===== config.mk =====
export PLATFORM = sky130hd
export DESIGN_NAME = arith_port_driver
export DESIGN_NICKNAME = d
export VERILOG_FILES = /design/src/rtl/arith_port_driver_pkg.sv /design/src/rtl/arith_port_driver.sv
export SDC_FILE = /design/constraint.sdc
export NUM_CORES = 1
export LEC_CHECK = 0
export BUFFER_PORTS_ARGS = -buffer_cell sky130_fd_sc_hd__buf_4
export CORE_UTILIZATION = 48
export CTS_CLUSTER_DIAMETER = 100
export DETAILED_ROUTE_END_ITERATION = 7
export PLACE_DENSITY = 0.85
export SLEW_MARGIN = 25
export SYNTH_ARGS = -nofsm -noshare
export SYNTH_HDL_FRONTEND = slang
export SYNTH_SLANG_ARGS = --single-unit

===== constraint.sdc =====
create_clock -name clk -period 1.8 [get_ports clk]
set_input_delay 0.45 -clock clk [delete_from_list [all_inputs] [get_ports clk]]
set_output_delay 0.45 -clock clk [all_outputs]
set_load 0.01 [all_outputs]

===== src/rtl/arith_port_driver_pkg.sv =====
// arith_port_driver_pkg: adder peripheral port map and per-stage port code lookup
package arith_port_driver_pkg;
  localparam int DEFAULT_DATA_WIDTH = 16;
  localparam int PORT_IDLE = 0;
  localparam int PORT_ADDED_DATA = 1;
  localparam int PORT_ADD_DATA = 2;
  localparam int PORT_ADD_RESULT = 3;
  localparam int PORT_ADD_CARRY = 4;
  localparam int PORT_MINUSED_DATA = 5;
  localparam int PORT_MINUS_DATA = 6;
  localparam int PORT_MINUS_RESULT = 7;
  localparam int PORT_MINUS_CARRY = 8;
  typedef enum logic [1:0] {STG_A, STG_B, STG_RES, STG_CARRY} stage_e;
  function automatic int port_code(input logic sub, input stage_e stg);
    return sub ? (stg == STG_A ? PORT_MINUSED_DATA : stg == STG_B ? PORT_MINUS_DATA :
                  stg == STG_RES ? PORT_MINUS_RESULT : PORT_MINUS_CARRY)
               : (stg == STG_A ? PORT_ADDED_DATA : stg == STG_B ? PORT_ADD_DATA :
                  stg == STG_RES ? PORT_ADD_RESULT : PORT_ADD_CARRY);
  endfunction
endpackage


===== src/rtl/arith_port_driver.sv =====
// arith_port_driver: sequences one add/sub command through the adder's port bus and returns sum/carry
module arith_port_driver
  import arith_port_driver_pkg::*;
#(
  parameter int DATA_WIDTH = DEFAULT_DATA_WIDTH
) (
  input  logic                  clk,
  input  logic                  rst,
  input  logic                  i_cmd_valid,
  output logic                  o_cmd_ready,
  input  logic                  i_cmd_op,
  input  logic [DATA_WIDTH-1:0] i_cmd_a,
  input  logic [DATA_WIDTH-1:0] i_cmd_b,
  output logic                  o_rsp_valid,
  input  logic                  i_rsp_ready,
  output logic [DATA_WIDTH-1:0] o_rsp_data,
  output logic                  o_rsp_carry,
  output logic [DATA_WIDTH-1:0] o_port,
  output logic [DATA_WIDTH-1:0] o_data,
  input  logic [DATA_WIDTH-1:0] i_result
);
  typedef enum logic [2:0] {IDLE, WR_A, WR_B, REQ_RES, REQ_CARRY, CAP_CARRY, RESP} state_e;
  state_e state;
  logic op_q;
  logic [DATA_WIDTH-1:0] b_q;
  assign o_cmd_ready = state == IDLE;
  assign o_rsp_valid = state == RESP;
  // o_port/o_data are loaded with the codes of the state being entered, so they line up with it
  always_ff @(posedge clk) begin
    if (rst) begin
      state <= IDLE;
      op_q <= 1'b0;
      b_q <= '0;
      o_rsp_data <= '0;
      o_rsp_carry <= 1'b0;
      o_port <= DATA_WIDTH'(PORT_IDLE);
      o_data <= '0;
    end else begin
      case (state)
        IDLE: if (i_cmd_valid) begin
          state <= WR_A;
          op_q <= i_cmd_op;
          b_q <= i_cmd_b;
          o_port <= DATA_WIDTH'(port_code(i_cmd_op, STG_A));
          o_data <= i_cmd_a;
        end
        WR_A: begin
          state <= WR_B;
          o_port <= DATA_WIDTH'(port_code(op_q, STG_B));
          o_data <= b_q;
        end
        WR_B: begin
          state <= REQ_RES;
          o_port <= DATA_WIDTH'(port_code(op_q, STG_RES));
          o_data <= '0;
        end
        REQ_RES: begin
          state <= REQ_CARRY;
          o_port <= DATA_WIDTH'(port_code(op_q, STG_CARRY));
        end
        REQ_CARRY: begin
          state <= CAP_CARRY;
          o_rsp_data <= i_result;
          o_port <= DATA_WIDTH'(PORT_IDLE);
        end
        CAP_CARRY: begin
          state <= RESP;
          o_rsp_carry <= i_result[0];
        end
        RESP: if (i_rsp_ready) state <= IDLE;
        default: state <= IDLE;
      endcase
    end
  end
endmodule


# Word level (Yosys, flattened, before mapping)

Index checks and enable logic that the tools add are counted.

Eq/ne operators: 8
Muxes and demuxes: 11
Reduce and logical (&&, ||, !) cells: 7

Operator list:

| kind               | count |
|---|---|
| $pmux 16 s5        | 1 |
| $pmux 16 s3        | 1 |
| $mux 16            | 2 |
| $pmux 3 s7         | 1 |
| $mux 3             | 5 |
| $eq 3x3->1 const B | 3 |
| $reduce_and 2->1   | 4 |
| $eq 3x2->1 const B | 2 |
| $reduce_bool 5->1  | 1 |
| $mux 4             | 1 |
| $eq 3x1->1 const B | 1 |
| $logic_not 3->1    | 1 |
| $reduce_bool 3->1  | 1 |
| $ne 2x1->1 const B | 1 |
| $ne 2x2->1 const B | 1 |

Register bits: 69
Bits of input ports: 53
Output and inout port bits: 51
Logic and storage cells: 33

# Longest topological paths before layout

Gate-level depths: netlist of run 1.

Depth in word-level cells: 3
Depth in mapped cells: 6
Mapped depth without buffers: 3

# Least setup slack after synthesis of run 1

OpenSTA, ideal clock, no wires.

Path type: reg2reg
From: register state[2]
To: register b_q[10]
Data arrival time: 1.317 ns
Required time: 1.668 ns
Slack: 0.351 ns
Stages on the path, launching flop included: 7
Buffers on the path: 3
Cell sequence: dfxtp_1 > buf_6 > or4b_1 > buf_2 > buf_6 > nand2_1 > a21oi_1

Cells in the longest elaborated chain, start to end: 2

Ends and longest elaborated chain:

| item                       | RTL line                | text |
|---|---|---|
| start, declared            | arith_port_driver.sv:23 | `state_e state;` |
| start signal, assigned     | arith_port_driver.sv:31 | `state <= IDLE;` |
| start signal, assigned     | arith_port_driver.sv:41 | `state <= WR_A;` |
| start signal, assigned     | arith_port_driver.sv:48 | `state <= WR_B;` |
| $logic_not 3->1            | arith_port_driver.sv:39 | `case (state)` |
| $reduce_and 2->1 (no line) | -                       |  |
| end signal, assigned       | arith_port_driver.sv:43 | `b_q <= i_cmd_b;` |
| end, declared              | arith_port_driver.sv:25 | `logic [DATA_WIDTH-1:0] b_q;` |

Every way passes these cells.
A chain may end at the register's enable or synchronous reset.

# Worst setup path after layout of run 1

From: register state[0]
To: output port o_cmd_ready

Cells in the longest elaborated chain, start to end: 1

Ends and longest elaborated chain:

| item            | RTL line                | text |
|---|---|---|
| $logic_not 3->1 | arith_port_driver.sv:26 | `assign o_cmd_ready = state == IDLE;` |
| end, declared   | arith_port_driver.sv:10 | `output logic o_cmd_ready,` |

Every way passes these cells.

==> results.ini, run 1 <==
[status]
outcome=finished, final reports clean

[clock_tree]
path_clk_slew_ps=70
cts_sinks=57
root_buffer=clkbuf_8
hold_buffers=0
clk_latency_ps=340
cts_buffers=9
cts_tree=done
htreeDepth=3
clockBufferDepth=2

[layout]
diodes=0
final_area_mm2=0.00352
drive_gt1_share_pct=32.0
fillerInstances=411
fin_util_pct=68.5
fin_nets=461
area_growth_pct=36.8

[synth]
avgSynthCellArea_um2=8.07
synthFlopType=dfxtp_1
yosysTopAreaCell=dfxtp_1
ys_ff_latch=57
synth_cell_types=34
seq_area_frac_synth_pct=44.3
synth_enable_flop_cells=0
synthesis.area_mm2=0.00257
synthArstFlopShare_pct=0
postSynthCellCount=319
synth_area_leaders=dfxtp_1 44%, nand2_1 10%, a21oi_1 7.2%
synth.top_cell.area_share_pct=44.3
synth_warnings=0

[worst_setup_path]
startpoint_type=register
critPathMaxFanout=7
cp-end-kind=output pin
path_class=reg -> out
crit_top_cell=buf_4
worstPathRequired_ps=1350
cp_num_cells=4
critical-path-max-stage-delay_ps=370
crit_slowest_cell=dfxtp_4
cp.arrival_ps=1320
cp_top_family=flip-flops
rr_worst_depth=3
critPathBufInv=2
path_cells=or2_4, buf_4, nor2_2, buf_4

[floorplanning]
pin_count=104
core.rowCount=26
fp.dieW_um=75.2
core_mm2=0.00514
start_util_pct=50.1
die_h_um=75.2
die_area_mm2=0.00566

[power]
power_frac_seq_pct=41.5
vdd_ir_drop_max_v=0.000641
switching_share_pct=26.4
comb_power_share_pct=19.5
internal_power_w=0.00256
net-switching-power_w=0.000922
p_leak_nw=1.66
p_total_w=0.00349
pwr-share-clk_pct=39.0
powerDensity_mw_per_mm2=989

[sta]
setup_violations=0
worst_pin_slew_ps=731
tns_ps=0
rsz0062_at_grt=false
slew_headroom_pct=51.1
fin_crit_sh_pct=98.2
finalMaxSlewViolations=0
hold_ws_ps=357
finalClockSkew_ps=7.29
finalHoldViolCount=0
fmax_mhz=566
finalCriticalPeriod_ps=1770

[route]
wl_um=6680
drc=0
drtIter0Drc=201
vias=2548
dr.pass1.iters=6
wire_per_inst_um=13.8
ant_nets=0
avgViaCountPerCell=5.28

[global_route]
overflow=0
grt_max_degree=37
grt_pass1_wl_um=10200
antenna_found_initial=0
grt_usage_pct=23.9
first_global_vias=2200

[place]
dp_hpwl_um=4510
dpl-instance-area_mm2=0.00327
gp_congestion=0.790
port_buffers=91

[worst_hold_path]
hold_path_class=in -> reg
holdPathStages=3

[flow_run]
drv_cap=0

==> registers in the layout (all words and copies together) (netlist names) <==
| name | flops |
|---|---|
| b_q | 16 |
| o_rsp_data | 16 |
| state | 3 |
| o_rsp_carry | 1 |
| o_port | 4 |
| o_data | 16 |
| op_q | 1 |
==> layout make-up <==
class | instances | area, µm² | area share [%]
Inverter | 17 | 63.8 | 1.81
Timing Repair Buffer | 106 | 808 | 22.9
Sequential cell | 57 | 1150 | 32.5
Clock inverter | 5 | 77.6 | 2.20
Multi-Input combinational cell | 217 | 1190 | 33.7
Tap cell | 70 | 87.6 | 2.49
Clock buffer | 11 | 151 | 4.30
==> stage by stage <==
step	worst slack [ps]	cells
floorplan	351	330
global placement	181	466
detailed placement	62.0	466
CTS	12.6	482
global route	8.00	483
finish	32.4	483
==> routing by layer <==
metal  global-route usage (%)  vias up  share of wire [%]
li1                         -     1231                  -
met1                     30.9     1196                 43
met2                     39.1      105                 49
met3                     3.21       16                5.3
met4                     12.1        0                2.4
met5                        0        -                  0
==> cells in the mapped netlist, types with 3 or more instances <==
library cell,number
clkbuf_1,15
nor3_1,3
dfxtp_1,57
a21o_1,16
buf_6,3
nor2_1,20
a222oi_1,16
nand2_1,70
a21oi_1,37
inv_1,17
nor2b_1,4
nand2b_1,17
buf_4,14
buf_2,6
==> cell families (layout without fill, tap and decap cells) <==
family / after synthesis / count (layout) / synth area share, %
AND/OR/NAND/NOR: 126 / 126 / 22.9
AO/OA/AOI/OAI: 79 / 79 / 21.2
flip-flops: 57 / 57 / 44.3
buffers and inverters: 56 / 139 / 11.4
other: 1 / 12 / 0.146
==> power by group through the flow <==
stage	clock network (W)	logic [W]	registers, W
4_1_cts	0.00136	0.000671	0.00144
2_1_floorplan	0	0.000357	0.00149
5_1_grt	0.00143	0.000738	0.00146
6_report	0.00136	0.000679	0.00145
3_3_place_gp	0	0.000646	0.00147
3_5_place_dp	0	0.000663	0.00147
==> path summary, 6_finish.rpt <==
check	from	end	slack (ps)
worst min register to register	b_q[3]	b_q[3]	450
worst max-delay path	state[0]	o_cmd_ready	30
worst min-delay path	i_result[11]	o_rsp_data[11]	360
worst max register to register	state[0]	o_data[5]	240
==> placed cells by master (no fill, tap or decap), types with 2 or more instances in the layout <==
cell type	synthesis	layout
a222oi_1	16	16
nor3_1	3	3
nor2_1	20	18
nand3_1	2	2
nand3b_1	2	2
dfxtp_1	57	55
nor2b_1	4	4
o21ai_0	2	2
clkinv_2	0	2
a21o_1	16	16
nand2_1	70	70
nand2b_1	17	17
bufinv_16	0	2
a21oi_1	37	37
a211oi_1	2	2
inv_1	17	17
buf_4	14	105
clkbuf_8	0	11
conb_1	1	12
nor2_2	0	2
==> what timing repair did <==
| action | in CTS | in global routing |
|---|---|---|
| gates resized for setup | 2 | 3 |
| buffers inserted | 0 | 1 |
| endpoints found under the setup margin | 1 | 1 |
| endpoints found under the hold margin | 0 | 0 |
==> worst register-to-register path, delay by kind of cell (launching register included) <==
family	cells	cell delay, ps
flip-flops	1	370
AND/OR/NAND/NOR	1	260
AO/OA/AOI/OAI	2	770
Note: power is estimated with default switching activity, not from simulation.
==> run 2: changes to the inputs <==
PLACE_DENSITY = 0.79   (was 0.85)
==> results.ini, run 2 (synthesized netlist as in run 1, its figures left out) <==
[power]
comb_power_share_pct=19.3
pwr-share-clk_pct=37.3
net-switching-power_w=0.000897
power_frac_seq_pct=43.4
p_leak_nw=1.63
internal_power_w=0.00245
powerDensity_mw_per_mm2=966
switching_share_pct=26.8
vdd_ir_drop_max_v=0.000626

[worst_setup_path]
cp_top_family=flip-flops
path_cells=nor2b_1, and2_1, buf_4
worstPathRequired_ps=1350
path_class=reg -> out
critPathMaxFanout=7
cp-end-kind=output pin
crit_slowest_cell=dfxtp_1
reg2reg_from=state[0]
critical-path-max-stage-delay_ps=500
cp.arrival_ps=1270
critPathBufInv=1
rr_worst_depth=3
startpoint_type=register
reg2reg_to=o_data[5]
worst-r2r-setup-slack_ps=160

[global_route]
first_global_vias=2216
grt_max_degree=27
grt_usage_pct=23.5
grt_pass1_wl_um=9970
overflow=0
antenna_found_initial=0

[layout]
most-common-layout-cells=104 x buf_4, 70 x nand2_1, 55 x dfxtp_1, 37 x a21oi_1, 19 x nor2_1
fin_util_pct=67.5
area_growth_pct=34.7
top_regs=b_q x16, o_data x16, o_rsp_data x16
diodes=0
drive_gt1_share_pct=30.9
fin_nets=459
layout_commonest_cell=buf_4

[sta]
worst_pin_slew_ps=716
fin_crit_sh_pct=95.8
slew_headroom_pct=52.1
finalCriticalPeriod_ps=1720
rsz0062_at_grt=false
setup_violations=0
finalClockSkew_ps=8.20
tns_ps=0
finalHoldViolCount=0
finalMaxSlewViolations=0
fmax_mhz=580

[clock_tree]
clk_latency_ps=330
path_clk_slew_ps=70
htreeDepth=3
hold_buffers=0
cts_buffers=9
clockBufferDepth=2
cts_tree=done
root_buffer=clkbuf_8
cts_sinks=57

[status]
outcome=finished, violations left
violations=DRC

[floorplanning]
start_util_pct=50.1
pin_count=104
die_area_mm2=0.00566
fp.dieW_um=75.2
core.rowCount=26
core_mm2=0.00514
die_h_um=75.2

[worst_hold_path]
min-delay-start=i_result[13]
hold_path_class=in -> reg
min_to=o_rsp_data[13]
holdPathStages=3

[route]
dr.pass1.iters=8
vias=2485
ant_nets=0
wire_per_inst_um=13.8
avgViaCountPerCell=5.17
drtIter0Drc=243
wl_um=6620
drc=4

[place]
port_buffers=91
gp_congestion=0.822
dp_hpwl_um=4560

[flow_run]
drv_cap=0

run 2: through the flow:
step	hold slack, ps	area, µm²	setup WS (ps)	std cells	power (W)
after CTS	357	3460	25.0	481	0.00335
after global placement	442	3250	149	465	0.00210
after floorplan	436	2620	351	330	0.00185
after detailed placement	449	3250	115	465	0.00212
after global routing	368	3470	14.2	481	0.00350
final	366	3470	75.9	481	0.00335
run 2: power groups by stage:
stage,sequential (W),clock [W],combinational (W)
2_1_floorplan,0.00149,0,0.000357
3_3_place_gp,0.00147,0,0.000629
3_5_place_dp,0.00148,0,0.000640
4_1_cts,0.00145,0.00126,0.000644
5_1_grt,0.00147,0.00132,0.000705
6_report,0.00145,0.00125,0.000647
run 2: layout make-up:
cell class	instances	area [µm²]
clock buffer	14	173
timing repair buffer	104	781
multi-input combinational	217	1190
clock inverter	2	35.0
tap	70	87.6
sequential	57	1140
fill	457	1670
inverter	17	63.8
run 2: worst reg2reg max path: cells and delay by family, from the launching register on:
family,cells,cell delay [ps]
compound gates,2,760
flops,1,400
simple gates,1,320
run 2: timing repair:
item,in CTS,in global routing
setup buffers,0,0
gates resized for setup,1,2
endpoints found under the hold margin,0,0
endpoints found under the setup margin,1,3
run 2: metal layers:
metal | routed length, µm | up-vias | share of wire, % | global-route usage, %
met3 | 406 | 11 | 6.1 | 4.82
met1 | 2760 | 1149 | 42 | 29.6
li1 | - | 1224 | - | -
met5 | 0 | - | 0 | 0
met4 | 108 | 0 | 1.6 | 11.7
met2 | 3350 | 101 | 51 | 38.4
run 2: worst max-delay path by stage:
stage	start	endpoint	slack, ps	cells after the start
finish	state[0]	o_rsp_valid	80	3
global route	state[0]	o_rsp_valid	10	3
CTS	state[0]	o_cmd_ready	20	3
detailed placement	state[2]	o_data[2]	110	2
global placement	state[0]	o_data[5]	150	3
floorplan	state[2]	b_q[10]	350	6
